[src/rtl/uart_rx_word_fifo_pkg.sv]
// Shared constants for the UART receive word FIFO: register offsets,
// STATUS/CTRL bit positions, CTRL reset value and AHB transfer encodings.
package uart_rx_fifo_pkg;

  // Register offsets as decoded from HADDR[3:2]
  localparam logic [1:0] REG_DATA   = 2'd0;
  localparam logic [1:0] REG_STATUS = 2'd1;
  localparam logic [1:0] REG_CTRL   = 2'd2;
  localparam logic [1:0] REG_CLEAR  = 2'd3;

  // STATUS bit positions
  localparam int ST_NOT_EMPTY = 0;
  localparam int ST_FULL      = 1;
  localparam int ST_OVF       = 2;
  localparam int ST_UDF       = 3;
  localparam int ST_RXERR     = 4;
  localparam int ST_PK_LSB    = 5;
  localparam int ST_CNT_LSB   = 8;

  // CTRL bit positions
  localparam int CTRL_EN      = 0;
  localparam int CTRL_IRQ     = 1;
  localparam int CTRL_THR_LSB = 8;
  localparam int CTRL_FLUSH   = 31;

  localparam logic [31:0] CTRL_RESET = 32'h0000_0100;

  localparam logic [1:0] HTRANS_NONSEQ = 2'b10;
  localparam logic [1:0] HTRANS_SEQ    = 2'b11;

  // Word count field is 8 bits wide but a 256-deep FIFO can hold 256 words
  function automatic logic [7:0] sat_u8(input logic [8:0] v);
    return (v > 9'd255) ? 8'hFF : v[7:0];
  endfunction

endpackage

[src/rtl/uart_rx_word_fifo_if.sv]
// AHB-Lite slave-side signal bundle for the UART receive word FIFO.
interface uart_rx_word_fifo_if
  import uart_rx_fifo_pkg::*;
#(
  parameter int ADDR_W = 8
) ();
  logic              HSEL;
  logic [ADDR_W-1:0] HADDR;
  logic [1:0]        HTRANS;
  logic              HWRITE;
  logic [2:0]        HSIZE;
  logic [31:0]       HWDATA;
  logic              HREADY;
  logic              HREADYOUT;
  logic [31:0]       HRDATA;
  logic              HRESP;

  modport master (
    output HSEL, HADDR, HTRANS, HWRITE, HSIZE, HWDATA, HREADY,
    input  HREADYOUT, HRDATA, HRESP
  );

  modport slave (
    input  HSEL, HADDR, HTRANS, HWRITE, HSIZE, HWDATA, HREADY,
    output HREADYOUT, HRDATA, HRESP
  );
endinterface

[src/rtl/uart_rx_word_fifo_sync_fifo.sv]
// Synchronous first-word-fall-through FIFO. A push while full is accepted
// only when a pop happens in the same cycle.
module sync_fifo
  import uart_rx_fifo_pkg::*;
#(
  parameter int W     = 32,
  parameter int DEPTH = 16
) (
  input  logic                   clk_i,
  input  logic                   rst_i,
  input  logic                   flush_i,
  input  logic                   push_i,
  input  logic                   pop_i,
  input  logic [W-1:0]           wdata_i,
  output logic [W-1:0]           rdata_o,
  output logic                   full_o,
  output logic                   empty_o,
  output logic [$clog2(DEPTH):0] count_o
);
  localparam int AW = $clog2(DEPTH);
  localparam int CW = AW + 1;

  logic [W-1:0]  mem_q [DEPTH];
  logic [AW-1:0] wr_ptr_q, rd_ptr_q;
  logic [CW-1:0] count_q, count_d;
  logic          do_push, do_pop;

  assign empty_o = (count_q == '0);
  assign full_o  = (count_q == CW'(DEPTH));
  assign count_o = count_q;
  assign rdata_o = mem_q[rd_ptr_q];

  assign do_pop  = pop_i & ~empty_o;
  assign do_push = push_i & (~full_o | do_pop);

  // Occupancy next-state
  always_comb begin
    count_d = count_q;
    if (do_push & ~do_pop) count_d = count_q + 1'b1;
    else if (~do_push & do_pop) count_d = count_q - 1'b1;
  end

  // Storage array; contents are don't-care while empty
  always_ff @(posedge clk_i) begin
    if (do_push) mem_q[wr_ptr_q] <= wdata_i;
  end

  // Pointers and occupancy, cleared by reset or flush
  always_ff @(posedge clk_i) begin
    if (rst_i || flush_i) begin
      wr_ptr_q <= '0;
      rd_ptr_q <= '0;
      count_q  <= '0;
    end else begin
      if (do_push) wr_ptr_q <= AW'(wr_ptr_q + 1'b1);
      if (do_pop)  rd_ptr_q <= AW'(rd_ptr_q + 1'b1);
      count_q <= count_d;
    end
  end

endmodule

[src/rtl/uart_rx_word_fifo.sv]
// UART receive byte packer + word FIFO behind a zero-wait AHB-Lite slave,
// with a thresholded level interrupt (RXRDY).
module uart_rx_word_fifo
  import uart_rx_fifo_pkg::*;
#(
  parameter int DEPTH  = 16,
  parameter int ADDR_W = 8
) (
  input  logic                HCLK,
  input  logic                HRESET,
  input  logic [7:0]          RX_DATA,
  input  logic                RX_VALID,
  input  logic                RX_ERR,
  uart_rx_word_fifo_if.slave  ahb,
  output logic                RXRDY
);
  logic        dphase_q, write_q, mapped_q;
  logic [1:0]  reg_q;
  logic        ctrl_en_q, ctrl_en_d, ctrl_irq_q, ctrl_irq_d;
  logic [7:0]  ctrl_thr_q, ctrl_thr_d, thr_eff;
  logic        ovf_q, ovf_d, udf_q, udf_d, rxerr_q, rxerr_d;
  logic [1:0]  pk_cnt_q, pk_cnt_d;
  logic [23:0] pk_word_q, pk_word_d;
  logic        rxrdy_q, rxrdy_d;

  logic        accept, dp_done, rd_data, wr_ctrl, wr_clear, flush;
  logic        byte_ok, byte_err, pack_push, pop, underflow_evt, overflow_evt;
  logic        fifo_full, fifo_empty;
  logic [31:0] fifo_head, status, rdata;
  logic [$clog2(DEPTH):0] fifo_count;
  logic [8:0]  cnt9;
  logic        unused_bits;

  assign accept   = ahb.HSEL & ahb.HREADY &
                    ((ahb.HTRANS == HTRANS_NONSEQ) | (ahb.HTRANS == HTRANS_SEQ));
  assign dp_done  = dphase_q & mapped_q & ahb.HREADY;
  assign rd_data  = dp_done & ~write_q & (reg_q == REG_DATA);
  assign wr_ctrl  = dp_done & write_q & (reg_q == REG_CTRL);
  assign wr_clear = dp_done & write_q & (reg_q == REG_CLEAR);
  assign flush    = wr_ctrl & ahb.HWDATA[CTRL_FLUSH];

  // A byte landing in the flush cycle is dropped along with the packer
  assign byte_ok       = RX_VALID & ctrl_en_q & ~RX_ERR & ~flush;
  assign byte_err      = RX_VALID & ctrl_en_q & RX_ERR & ~flush;
  assign pack_push     = byte_ok & (pk_cnt_q == 2'd3);
  assign pop           = rd_data & ~fifo_empty;
  assign underflow_evt = rd_data & fifo_empty;
  assign overflow_evt  = pack_push & fifo_full & ~pop;

  assign cnt9    = 9'(fifo_count);
  assign thr_eff = (ctrl_thr_q == 8'd0) ? 8'd1 : ctrl_thr_q;

  sync_fifo #(.W(32), .DEPTH(DEPTH)) u_fifo (
    .clk_i   (HCLK),
    .rst_i   (HRESET),
    .flush_i (flush),
    .push_i  (pack_push),
    .pop_i   (pop),
    .wdata_i ({RX_DATA, pk_word_q}),
    .rdata_o (fifo_head),
    .full_o  (fifo_full),
    .empty_o (fifo_empty),
    .count_o (fifo_count)
  );

  // Next-state for control, stickies, packer and interrupt
  always_comb begin
    ctrl_en_d  = ctrl_en_q;
    ctrl_irq_d = ctrl_irq_q;
    ctrl_thr_d = ctrl_thr_q;
    if (wr_ctrl) begin
      ctrl_en_d  = ahb.HWDATA[CTRL_EN];
      ctrl_irq_d = ahb.HWDATA[CTRL_IRQ];
      ctrl_thr_d = ahb.HWDATA[CTRL_THR_LSB +: 8];
    end
    ovf_d   = (ovf_q   & ~(wr_clear & ahb.HWDATA[ST_OVF]))   | overflow_evt;
    udf_d   = (udf_q   & ~(wr_clear & ahb.HWDATA[ST_UDF]))   | underflow_evt;
    rxerr_d = (rxerr_q & ~(wr_clear & ahb.HWDATA[ST_RXERR])) | byte_err;
    pk_cnt_d  = pk_cnt_q;
    pk_word_d = pk_word_q;
    if (flush) begin
      pk_cnt_d  = 2'd0;
      pk_word_d = '0;
    end else if (byte_ok) begin
      case (pk_cnt_q)
        2'd0:    pk_word_d[7:0]   = RX_DATA;
        2'd1:    pk_word_d[15:8]  = RX_DATA;
        2'd2:    pk_word_d[23:16] = RX_DATA;
        default: ;
      endcase
      pk_cnt_d = pk_cnt_q + 2'd1;
    end
    rxrdy_d = ctrl_irq_q & (cnt9 >= {1'b0, thr_eff});
  end

  // Register update; the address-phase capture only advances when HREADY
  always_ff @(posedge HCLK) begin
    if (HRESET) begin
      dphase_q   <= 1'b0;
      write_q    <= 1'b0;
      mapped_q   <= 1'b0;
      reg_q      <= 2'd0;
      ctrl_en_q  <= CTRL_RESET[CTRL_EN];
      ctrl_irq_q <= CTRL_RESET[CTRL_IRQ];
      ctrl_thr_q <= CTRL_RESET[CTRL_THR_LSB +: 8];
      ovf_q      <= 1'b0;
      udf_q      <= 1'b0;
      rxerr_q    <= 1'b0;
      pk_cnt_q   <= 2'd0;
      pk_word_q  <= '0;
      rxrdy_q    <= 1'b0;
    end else begin
      if (ahb.HREADY) begin
        dphase_q <= accept;
        write_q  <= ahb.HWRITE;
        mapped_q <= (ahb.HADDR[ADDR_W-1:4] == '0);
        reg_q    <= ahb.HADDR[3:2];
      end
      ctrl_en_q  <= ctrl_en_d;
      ctrl_irq_q <= ctrl_irq_d;
      ctrl_thr_q <= ctrl_thr_d;
      ovf_q      <= ovf_d;
      udf_q      <= udf_d;
      rxerr_q    <= rxerr_d;
      pk_cnt_q   <= pk_cnt_d;
      pk_word_q  <= pk_word_d;
      rxrdy_q    <= rxrdy_d;
    end
  end

  // Read mux, driven only during a read data phase
  always_comb begin
    status = '0;
    status[ST_NOT_EMPTY]         = ~fifo_empty;
    status[ST_FULL]              = fifo_full;
    status[ST_OVF]               = ovf_q;
    status[ST_UDF]               = udf_q;
    status[ST_RXERR]             = rxerr_q;
    status[ST_PK_LSB +: 2]       = pk_cnt_q;
    status[ST_CNT_LSB +: 8]      = sat_u8(cnt9);
    rdata = '0;
    if (dphase_q && mapped_q && !write_q) begin
      case (reg_q)
        REG_DATA:   rdata = fifo_empty ? 32'd0 : fifo_head;
        REG_STATUS: rdata = status;
        REG_CTRL: begin
          rdata[CTRL_EN]           = ctrl_en_q;
          rdata[CTRL_IRQ]          = ctrl_irq_q;
          rdata[CTRL_THR_LSB +: 8] = ctrl_thr_q;
        end
        default:    rdata = '0;
      endcase
    end
  end

  assign ahb.HRDATA    = rdata;
  assign ahb.HREADYOUT = 1'b1;
  assign ahb.HRESP     = 1'b0;
  assign RXRDY         = rxrdy_q;

  assign unused_bits = ^{ahb.HSIZE, ahb.HADDR[1:0], ahb.HWDATA[30:16], ahb.HWDATA[7:5]};

endmodule

[src/flat_wrapper.sv]
// flat-port wrapper written by rule: the top's interface ports become plain ports
module uart_rx_word_fifo_flat import uart_rx_fifo_pkg::*;
#(
  parameter int DEPTH  = 16,
  parameter int ADDR_W = 8
)
  (HCLK, HRESET, RX_DATA, RX_VALID, RX_ERR, RXRDY, ahb_HSEL, ahb_HADDR, ahb_HTRANS, ahb_HWRITE, ahb_HSIZE, ahb_HWDATA, ahb_HREADY, ahb_HREADYOUT, ahb_HRDATA, ahb_HRESP);
  uart_rx_word_fifo_if #(.ADDR_W(ADDR_W)) ahb_i ();
  input  logic HCLK;
  input  logic HRESET;
  input  logic [7:0] RX_DATA;
  input  logic RX_VALID;
  input  logic RX_ERR;
  output logic RXRDY;
  input wire logic [$bits(ahb_i.HSEL)-1:0] ahb_HSEL;
  input wire logic [$bits(ahb_i.HADDR)-1:0] ahb_HADDR;
  input wire logic [$bits(ahb_i.HTRANS)-1:0] ahb_HTRANS;
  input wire logic [$bits(ahb_i.HWRITE)-1:0] ahb_HWRITE;
  input wire logic [$bits(ahb_i.HSIZE)-1:0] ahb_HSIZE;
  input wire logic [$bits(ahb_i.HWDATA)-1:0] ahb_HWDATA;
  input wire logic [$bits(ahb_i.HREADY)-1:0] ahb_HREADY;
  output wire logic [$bits(ahb_i.HREADYOUT)-1:0] ahb_HREADYOUT;
  output wire logic [$bits(ahb_i.HRDATA)-1:0] ahb_HRDATA;
  output wire logic [$bits(ahb_i.HRESP)-1:0] ahb_HRESP;
  assign ahb_i.HSEL = ahb_HSEL;
  assign ahb_i.HADDR = ahb_HADDR;
  assign ahb_i.HTRANS = ahb_HTRANS;
  assign ahb_i.HWRITE = ahb_HWRITE;
  assign ahb_i.HSIZE = ahb_HSIZE;
  assign ahb_i.HWDATA = ahb_HWDATA;
  assign ahb_i.HREADY = ahb_HREADY;
  assign ahb_HREADYOUT = ahb_i.HREADYOUT;
  assign ahb_HRDATA = ahb_i.HRDATA;
  assign ahb_HRESP = ahb_i.HRESP;
  uart_rx_word_fifo #(.DEPTH(DEPTH), .ADDR_W(ADDR_W)) u_core (.HCLK(HCLK), .HRESET(HRESET), .RX_DATA(RX_DATA), .RX_VALID(RX_VALID), .RX_ERR(RX_ERR), .ahb(ahb_i), .RXRDY(RXRDY));
endmodule
[config.mk]
export PLATFORM = sky130hd
export DESIGN_NAME = uart_rx_word_fifo_flat
export DESIGN_NICKNAME = d
export VERILOG_FILES = /design/src/rtl/uart_rx_word_fifo_pkg.sv /design/src/rtl/uart_rx_word_fifo_if.sv /design/src/rtl/uart_rx_word_fifo_sync_fifo.sv /design/src/rtl/uart_rx_word_fifo.sv /design/src/flat_wrapper.sv
export SDC_FILE = /design/constraint.sdc
export NUM_CORES = 1
export LEC_CHECK = 0
export CAP_MARGIN = 20
export CORE_UTILIZATION = 50
export CTS_CLUSTER_DIAMETER = 120
export CTS_CLUSTER_SIZE = 14
export DETAILED_ROUTE_END_ITERATION = 6
export PLACE_DENSITY = 0.74
export SKIP_LAST_GASP = 1
export SLEW_MARGIN = 20
export SYNTH_ARGS = -nofsm -noshare
export SYNTH_HDL_FRONTEND = slang
export SYNTH_SLANG_ARGS = --single-unit
[constraint.sdc]
create_clock -name HCLK -period 4.4 [get_ports HCLK]
set_input_delay 0.66 -clock HCLK [delete_from_list [all_inputs] [get_ports HCLK]]
set_output_delay 0.66 -clock HCLK [all_outputs]
set_load 0.03 [all_outputs]
* Word level (Yosys, flattened, before mapping) *
Memories as Yosys holds them, arrays and structs flattened. A register that Yosys moved wholly into a read port is not among the register bits.
Index checks and enable logic that the tools add are counted.

operators by class
  equality and inequality tests = 9
  add/subtract/negate cells = 5
  bitwise logic cells = 47
  $lt $le $gt $ge = 2
  muxes and demuxes = 14
  reductions and logical operators = 14

operators with widths
  kind                                                            count
  two-way mux 32 bit                                              2
  AND 1 bit                                                       31
  one-hot mux 8 bit (3 select lines)                              1
  two-way mux 16 bit                                              1
  two-way mux 8 bit                                               2
  == test 2 bit (second input constant)                           6
  one-hot mux 6 bit (2 select lines)                              1
  NOT 1 bit                                                       11
  two-way mux 5 bit                                               2
  adder 4 x 1 -> 4 bit (second input constant)                    2
  >= comparator 5 x 8 -> 1 bit                                    1
  greater-than comparator 5 x 8 -> 1 bit (second input constant)  1
  zero test 8 bit                                                 1
  two-way mux 4 bit                                               2
  one-hot mux 2 bit (3 select lines)                              1
  AND reduction 2 bit                                             3
  adder 5 x 1 -> 5 bit (second input constant)                    1
  == test 5 bit (second input constant)                           1
  zero test 5 bit                                                 1
  OR 1 bit                                                        5
  subtractor 5 x 1 -> 5 bit (second input constant)               1
  == test 2 x 1 -> 1 bit (second input constant)                  2
  zero test 2 bit                                                 2
  zero test 4 bit                                                 1
  7 further kinds                                                 9

word-level totals
  output and inout port bits = 35
  input port bits = 60
  memories kept = 1
  logic and storage cells = 110
  bits in registers = 58
  memory bits (writable) = 512

memories
  name                 words  width  rd ports  clocked after memory_dff  write ports  RTL line                           source
  u_core.u_fifo.mem_q  16     32     1         1                         1            uart_rx_word_fifo_sync_fifo.sv:23  logic [W-1:0] mem_q [DEPTH];

* Depth between registers and ports, before layout *
Gate-level depths: netlist (run 1).

  word-level depth = 13
  gate-level depth with buffers = 15
  gate-level depth less buffers = 12

* By module *
Synthesis (run 1) repeated with hierarchy kept, for this count alone.

second synthesis, totals
  cell total of the unflattened synthesis = 1161
  area total of the unflattened synthesis = 22501.6 µm²

by module, submodules not included
  module             area an instance (µm²)  cells each  seq. area each (µm²)  instances
  sync_fifo          20063.0                 893         15715.1               1
  uart_rx_word_fifo  2438.6                  268         900.9                 1

* Worst setup path before layout (run 1) *
Ideal clock, no wire load.

  path type = input to register
  start point = input ahb_HREADY
  end point = register u_core.u_fifo.count_q[4] (netlist: u_core.u_fifo.count_o[4])
  required time = 4328 ps
  arrival time = 3216 ps
  slack = 1113 ps
  stages = 15
  buffers on the path = 3
  setup time = 72 ps
  path through = buf_4 -> nand3_1 -> o41a_1 -> buf_2 -> nand3_2 -> inv_1 -> buf_2 -> ha_1 -> inv_1 -> ha_1 -> nor2b_1 -> o21a_1 -> or3_1 -> a21oi_1 -> mux2i_1

on the way
  word-level cells in the longest chain between the ends = 11
  elaborated cells between the ends (all ways) = 20
  those cells by class = mux: 1; bitwise: 17; reduce/logical: 2

ends and longest elaborated chain
  item                                 RTL line                           source
  start, declared                      flat_wrapper.sv:21                 input wire logic [$bits(ahb_i.HREADY)-1:0] ahb_HREADY;
  AND 1 bit *                          uart_rx_word_fifo.sv:36            assign dp_done = dphase_q & mapped_q & ahb.HREADY;
  AND 1 bit (2 in series)              uart_rx_word_fifo.sv:38            assign wr_ctrl = dp_done & write_q & (reg_q == REG_CTRL);
  AND 1 bit                            uart_rx_word_fifo.sv:40            assign flush = wr_ctrl & ahb.HWDATA[CTRL_FLUSH];
  NOT 1 bit                            uart_rx_word_fifo.sv:43            assign byte_ok = RX_VALID & ctrl_en_q & ~RX_ERR & ~flush;
  AND 1 bit                            uart_rx_word_fifo.sv:43
  AND 1 bit                            uart_rx_word_fifo.sv:45            assign pack_push = byte_ok & (pk_cnt_q == 2'd3);
  AND 1 bit *                          uart_rx_word_fifo_sync_fifo.sv:34  assign do_push = push_i & (~full_o | do_pop);
  named net u_core.u_fifo.do_push      uart_rx_word_fifo_sync_fifo.sv:26  logic do_push, do_pop;
  NOT 1 bit                            uart_rx_word_fifo_sync_fifo.sv:40  else if (~do_push & do_pop) count_d = count_q - 1'b1;
  AND 1 bit                            uart_rx_word_fifo_sync_fifo.sv:40
  nonzero test 2 bit (no source line)  -
  end signal, assigned                 uart_rx_word_fifo_sync_fifo.sv:57  count_q <= count_d;
  end, declared                        uart_rx_word_fifo_sync_fifo.sv:25  logic [CW-1:0] count_q, count_d;

The timed path passes the listed nets; every way through them passes the cells marked *.
A chain may end at the register's enable or synchronous reset.

==> flow_metrics.py, run 1 <==
metrics = {
    "power": {
        "p_int_w": 0.00797,
        "power_w": 0.00980,
        "powerDensity_mw_per_mm2": 384,
        "power.switching_w": 0.00183,
        "pwr-share-seq_pct": 59.8,
        "p_sw_share_pct": 18.7,
        "power_leakage_nw": 8.20,
        "pwr-share-comb_pct": 0.9,
        "ir_drop_mv": 0.286,
        "clkPwrFrac_pct": 39.3,
    },
    "placed_design": {
        "numPortBuffers": 68,
        "pre_cts_slack_ps": 556,
        "gp_congestion": 0.778,
        "dp_hpwl_mm": 27.1,
    },
    "clocking": {
        "post-cts-setup-buffers": 0,
        "cts_max_level": 2,
        "cts_buffers": 46,
        "cts-resized-gates": 0,
        "cts_sinks": 574,
        "insertion_delay_ps": 580,
        "ctsHoldBuffers": 0,
        "cts_buffer_depth": 3,
        "cts.clk_slew.worst_paths_ps": 70,
        "root_buffer": "clkbuf_16",
        "cts_tree": "yes",
    },
    "sta": {
        "finalCritPeriodShare_pct": 93.4,
        "final_max_slew_viol_count": 0,
        "slew_headroom_pct": 43.8,
        "worst_pin_slew_ps": 841,
        "rsz0062_at_grt": "no",
        "skew_ps": 19.0,
        "max_clock_freq_mhz": 243,
        "period_needed_ps": 4110,
        "finalHoldWorstSlack_ps": 494,
        "fin_tns_setup_ps": 0,
        "finalSetupViolCount": 0,
        "setup_slack_ps": 291,
        "hold_viol_final": 0,
    },
    "route": {
        "vias_per_cell": 5.95,
        "vias": 11100,
        "dr.pass1.iters": 5,
        "ant_nets": 0,
        "drc": 0,
        "routed_wl_mm": 46.9,
        "first_iter_violations": 1091,
        "routedWlPerCell_um": 25.2,
    },
    "floorplan": {
        "fp.coreArea_mm2": 0.0443,
        "die_h_um": 214,
        "fp-row-count": 77,
        "ioPinCount": 95,
        "die_area_mm2": 0.0458,
        "die_w_um": 214,
        "start_util_pct": 50.7,
    },
    "yosys": {
        "ys.flop_type": "edfxtp_1",
        "seq_area_frac_synth_pct": 73.9,
        "synth-async-reset-ratio_pct": 0,
        "ys_types": 54,
        "postSynthCellCount": 1140,
        "synth_fp_nets": 1219,
        "syn_area_per_cell_um2": 19.7,
        "syn_area_mm2": 0.0225,
        "synth_top_cell_by_area": "edfxtp_1",
        "ys_ff_latch": 574,
        "yosys_warnings": 0,
        "ys_top_cells_by_area": "edfxtp_1 68%, mux4_2 14%, dfxtp_1 5.5%, mux2i_1 1.1%, ha_1 1.0%",
        "synth_edf_count": 512,
        "synth_top_cell_area_share_pct": 68.4,
    },
    "worst_setup_path": {
        "worstReg2RegStart": "u_core.reg_q[1]",
        "arrival_ps": 3450,
        "crit_path_end_kind": "output pin",
        "reg2reg_slack_ps": 1170,
        "worst-path-max-fanout": 41,
        "crit_path_top_delay_cell": "dfxtp_4",
        "start_kind": "register",
        "crit_required_ps": 3740,
        "crit_type": "reg2out",
        "slowest_delay_ps": 790,
        "path_cells": "buf_4 -> mux4_1 -> mux4_2 -> nor2b_1 -> clkdlybuf4s50_1",
    },
    "cells_and_area": {
        "final_nets": 1314,
        "insertedDiodeCount": 0,
        "area_growth_pct": 13.5,
        "drive_above_1_share_pct": 20.7,
    },
    "global_routing": {
        "track_usage_pct": 20.7,
        "grt_pass1_wl_mm": 70.3,
        "grt_max_degree": 48,
        "grt_pass1_vias": 11300,
        "gr-total-overflow": 0,
        "antenna_found_initial": 1,
    },
    "job": {
        "cap_violations": 0,
    },
    "worst_hold_path": {
        "hold_path_class": "reg2reg",
        "holdCritStartpoint": "u_core.u_fifo.rd_ptr_q[3]",
    },
    "run_status": {
        "status": "finished, final reports clean",
    },
}
-- logic make-up (layout without fill, tap and decap cells) --
logic type	after synthesis	count (layout)	synth area share [%]
other	2	2	0.0334
buffers and inverters	80	211	1.85
AND/OR/NAND/NOR	186	186	4.22
AO/OA/AOI/OAI	98	98	2.80
flip-flops	574	574	73.9
multiplexers	175	175	15.9
XOR/XNOR	6	6	0.234
adder cells (fa/ha/maj)	19	19	1.09
-- metrics by stage --
step	cells	utilization, %	instance area, um^2
global route	1863	57.6	25500
finish	1863	57.6	25500
detailed placement	1778	54.4	24100
global placement	1778	54.4	24100
floorplan	1140	-	22500
CTS	1862	57.5	25500
-- critical path: cells and delay by family, from the launching register on --
family / cells / cell delay [ps]
buffers and inverters: 2 / 1020
and+or+nand+nor: 1 / 150
DFF: 1 / 790
muxes: 2 / 880
-- Yosys cell counts (8+ instances only) --
cell type    n
o21ai_0     32
dfxtp_1     62
a21oi_1     19
nor2_1      45
nor2b_1     26
ha_1        18
buf_2       26
clkbuf_1    14
edfxtp_1   512
a22oi_1     15
and3_1      21
mux2i_1     25
nand3_1     38
mux4_2     138
inv_1       18
buf_4        8
nand2_1     36
-- placed cells by master, fill, tap and decap left out, types with 6 or more instances in the layout --
cell             netlist  routed
edfxtp_1             512     512
nand3_1               38      38
inv_1                 18      18
ha_1                  18      18
buf_12                 0      18
o21ai_0               32      32
buf_4                  8      22
a22oi_1               15      15
mux2i_1               25      25
nor2b_1               26      26
mux2_2                 7       7
a21oi_1               19      19
and3_2                 0      16
mux4_2               138     138
o22ai_1                6       6
nand2_1               36      36
nor2_1                45      45
dfxtp_1               62      58
clkdlybuf4s50_1        0      68
clkbuf_16              0      49
clkbuf_1              14      35
-- state kept, by name (all words and copies together) (netlist names), 2 cells and up, named ones only --
name                    cells
u_core.u_fifo.count_o       5
u_core.u_fifo.mem_q       512
u_core.reg_q                2
u_core.u_fifo.rd_ptr_q      4
u_core.pk_word_q           24
u_core.ctrl_thr_q           8
u_core.pk_cnt_q             2
u_core.u_fifo.wr_ptr_q      4
-- final timing paths --
check	end	depth (start not counted)
worst max register to register	u_core.u_fifo.count_o[4]	12
worst max-delay path	ahb_HRDATA[23]	5
worst min-delay path	register	2
worst min register to register	register	2
-- final cells by class --
type	count	area, um^2
Fill cell	3264	18800
Timing Repair Buffer	109	1230
Inverter	18	67.6
Multi-Input combinational cell	486	5480
Tap cell	592	741
Clock buffer	84	1360
Sequential cell	574	16600
-- routing by layer --
metal	GRT usage, %	routed length, um	up-vias
li1	-	-	4825
met1	28.8	19700	5841
met2	34.0	23500	354
met3	3.53	2700	69
met4	6.14	1060	0
met5	0	0	-
-- power by group through the flow --
stage / Sequential (W) / Clock [W] / Combinational, W
after floorplan: 0.00598 / 0 / 0.0000279
after global placement: 0.00598 / 0 / 0.0000850
after detailed placement: 0.00598 / 0 / 0.0000879
after CTS: 0.00587 / 0.00392 / 0.0000882
after global routing: 0.00586 / 0.00409 / 0.0000943
final: 0.00587 / 0.00385 / 0.0000882
No activity file was read; power rests on OpenSTA's default activity.
==> run 2, diff against run 1 <==
--- a/config.mk
+++ b/config.mk
@@ -11,6 +11,7 @@
 export CTS_CLUSTER_SIZE = 14
 export DETAILED_ROUTE_END_ITERATION = 6
 export PLACE_DENSITY = 0.74
+export RECOVER_POWER = 50
 export SKIP_LAST_GASP = 1
 export SLEW_MARGIN = 20
 export SYNTH_ARGS = -nofsm -noshare
==> run 2 against run 1 <==
The run now ends with capacitance limit, slew limit left. Die area did not move. Design area fell by 0.13%. Total power hardly changed. Via count is essentially flat. Sequential share of layout area rose by 0.083 points. Non-clock buffer count is the same. Critical path type unchanged. Largest cell class unchanged. Highest routed layer unchanged.
==> flow_metrics.py, run 2 (synthesized netlist as in run 1, its figures left out) <==
metrics = {
    "run_status": {
        "status": "finished with violations",
        "violations": "capacitance limit, slew limit",
    },
    "floorplan": {
        "start_util_pct": 50.7,
        "die_area_mm2": 0.0458,
        "die_h_um": 214,
        "fp-row-count": 77,
        "ioPinCount": 95,
        "fp.coreArea_mm2": 0.0443,
        "die_w_um": 214,
    },
    "clocking": {
        "ctsHoldBuffers": 0,
        "cts_sinks": 574,
        "cts_buffer_depth": 3,
        "cts_max_level": 2,
        "cts.clk_slew.worst_paths_ps": 70,
        "insertion_delay_ps": 580,
        "cts-resized-gates": 0,
        "post-cts-setup-buffers": 0,
        "root_buffer": "clkbuf_16",
        "cts_tree": "yes",
        "cts_buffers": 46,
    },
    "cells_and_area": {
        "largest_reg_flops": 512,
        "area_growth_pct": 13.3,
        "top_register": "u_core.u_fifo.mem_q",
        "seq_area_mm2": 0.0166,
        "insertedDiodeCount": 0,
        "top_regs": "u_core.u_fifo.mem_q: 512 flops, u_core.pk_word_q: 24 flops, u_core.ctrl_thr_q: 8 flops",
        "layout_common_cells": "512 x edfxtp_1, 138 x mux4_2, 58 x dfxtp_1",
        "layout_commonest_cell": "edfxtp_1",
        "fillCellCount": 3270,
        "drive_above_1_share_pct": 20.1,
        "final_nets": 1314,
        "multi_input_area_mm2": 0.00546,
    },
    "sta": {
        "finalSetupViolCount": 0,
        "period_needed_ps": 4100,
        "finalCritPeriodShare_pct": 93.2,
        "worst_pin_slew_ps": 1820,
        "skew_ps": 21.4,
        "final_max_slew_viol_count": 18,
        "rsz0062_at_grt": "no",
        "hold_viol_final": 0,
        "fin_tns_setup_ps": 0,
        "slew_headroom_pct": -21.0,
        "max_clock_freq_mhz": 244,
    },
    "route": {
        "drc": 0,
        "dr.pass1.iters": 5,
        "first_iter_violations": 1006,
        "vias_per_cell": 5.96,
        "ant_nets": 0,
        "routedWlPerCell_um": 25.2,
        "vias": 11100,
        "routed_wl_mm": 47.0,
    },
    "global_routing": {
        "grt_max_degree": 48,
        "grt-busiest-layer": "met2",
        "track_usage_pct": 20.7,
        "gr-usage-met3_pct": 3.53,
        "grt_pass1_vias": 11300,
        "use_met1_pct": 28.8,
        "grt_use_met2_pct": 34.0,
        "gr-total-overflow": 0,
        "antenna_found_initial": 1,
        "grt_pass1_wl_mm": 70.3,
    },
    "worst_setup_path": {
        "arrival_ps": 3440,
        "crit_type": "reg2out",
        "crit_required_ps": 3740,
        "worst-path-max-fanout": 41,
        "reg2reg_slack_ps": 1110,
        "start_kind": "register",
        "reg2reg_depth": 12,
        "worstReg2RegStart": "u_core.reg_q[1]",
        "crit_path_end_kind": "output pin",
        "r2r_end": "u_core.u_fifo.count_o[4]",
    },
    "placed_design": {
        "numPortBuffers": 68,
        "gp_congestion": 0.778,
        "dp_hpwl_mm": 27.1,
    },
    "worst_hold_path": {
        "hold_path_class": "reg2reg",
        "holdCritStartpoint": "u_core.u_fifo.rd_ptr_q[3]",
        "min_delay_path_depth": 2,
    },
    "power": {
        "ir_drop_mv": 0.285,
        "power_leakage_nw": 8.19,
        "powerDensity_mw_per_mm2": 385,
        "power_w": 0.00981,
    },
    "job": {
        "cap_violations": 1,
    },
}
[run 2: area by class of cell]
class | instances | area share (%)
clock buffers | 84 | 5.33
inverters | 18 | 0.265
multi-input cells | 486 | 21.4
flip-flops and latches | 574 | 65.3
well taps | 592 | 2.91
repair buffers | 109 | 4.81
[run 2: how the worst max path moves through the flow]
stage	endpoint	slack, ps
floorplan	u_core.u_fifo.count_o[4]	1110
global placement	u_core.u_fifo.count_o[4]	590
detailed placement	u_core.u_fifo.count_o[4]	560
CTS	ahb_HRDATA[23]	260
global route	ahb_HRDATA[23]	190
finish	ahb_HRDATA[23]	300
[run 2: metrics by stage]
| step | utilization [%] | area [um^2] | cells | setup slack [ps] | hold WS (ps) |
|---|---|---|---|---|---|
| after floorplan | - | 22500 | 1140 | 1110 | 448 |
| after global placement | 54.4 | 24100 | 1778 | 587 | 464 |
| after detailed placement | 54.4 | 24100 | 1778 | 556 | 483 |
| after CTS | 57.5 | 25500 | 1862 | 262 | 500 |
| after global routing | 57.5 | 25500 | 1863 | 191 | 538 |
| final | 57.5 | 25500 | 1863 | 301 | 496 |
[run 2: routing by layer]
layer / vias up / wire length, um
met3: 68 / 2800
met4: 0 / 1070
li1: 4821 / -
met2: 376 / 23500
met5: - / 0
met1: 5832 / 19600
[run 2: critical path, stage by stage (launching register included)]
cell and delay, ps:
dfxtp_4 790, buf_4 430, mux4_1 360, mux4_2 520, nor2b_1 150, clkdlybuf4s50_1 590
[run 2: power breakdown]
group | internal (W) | switching (W)
clock network | 0.00207 | 0.00178
registers | 0.00586 | 0.00000538
logic | 0.0000343 | 0.0000517
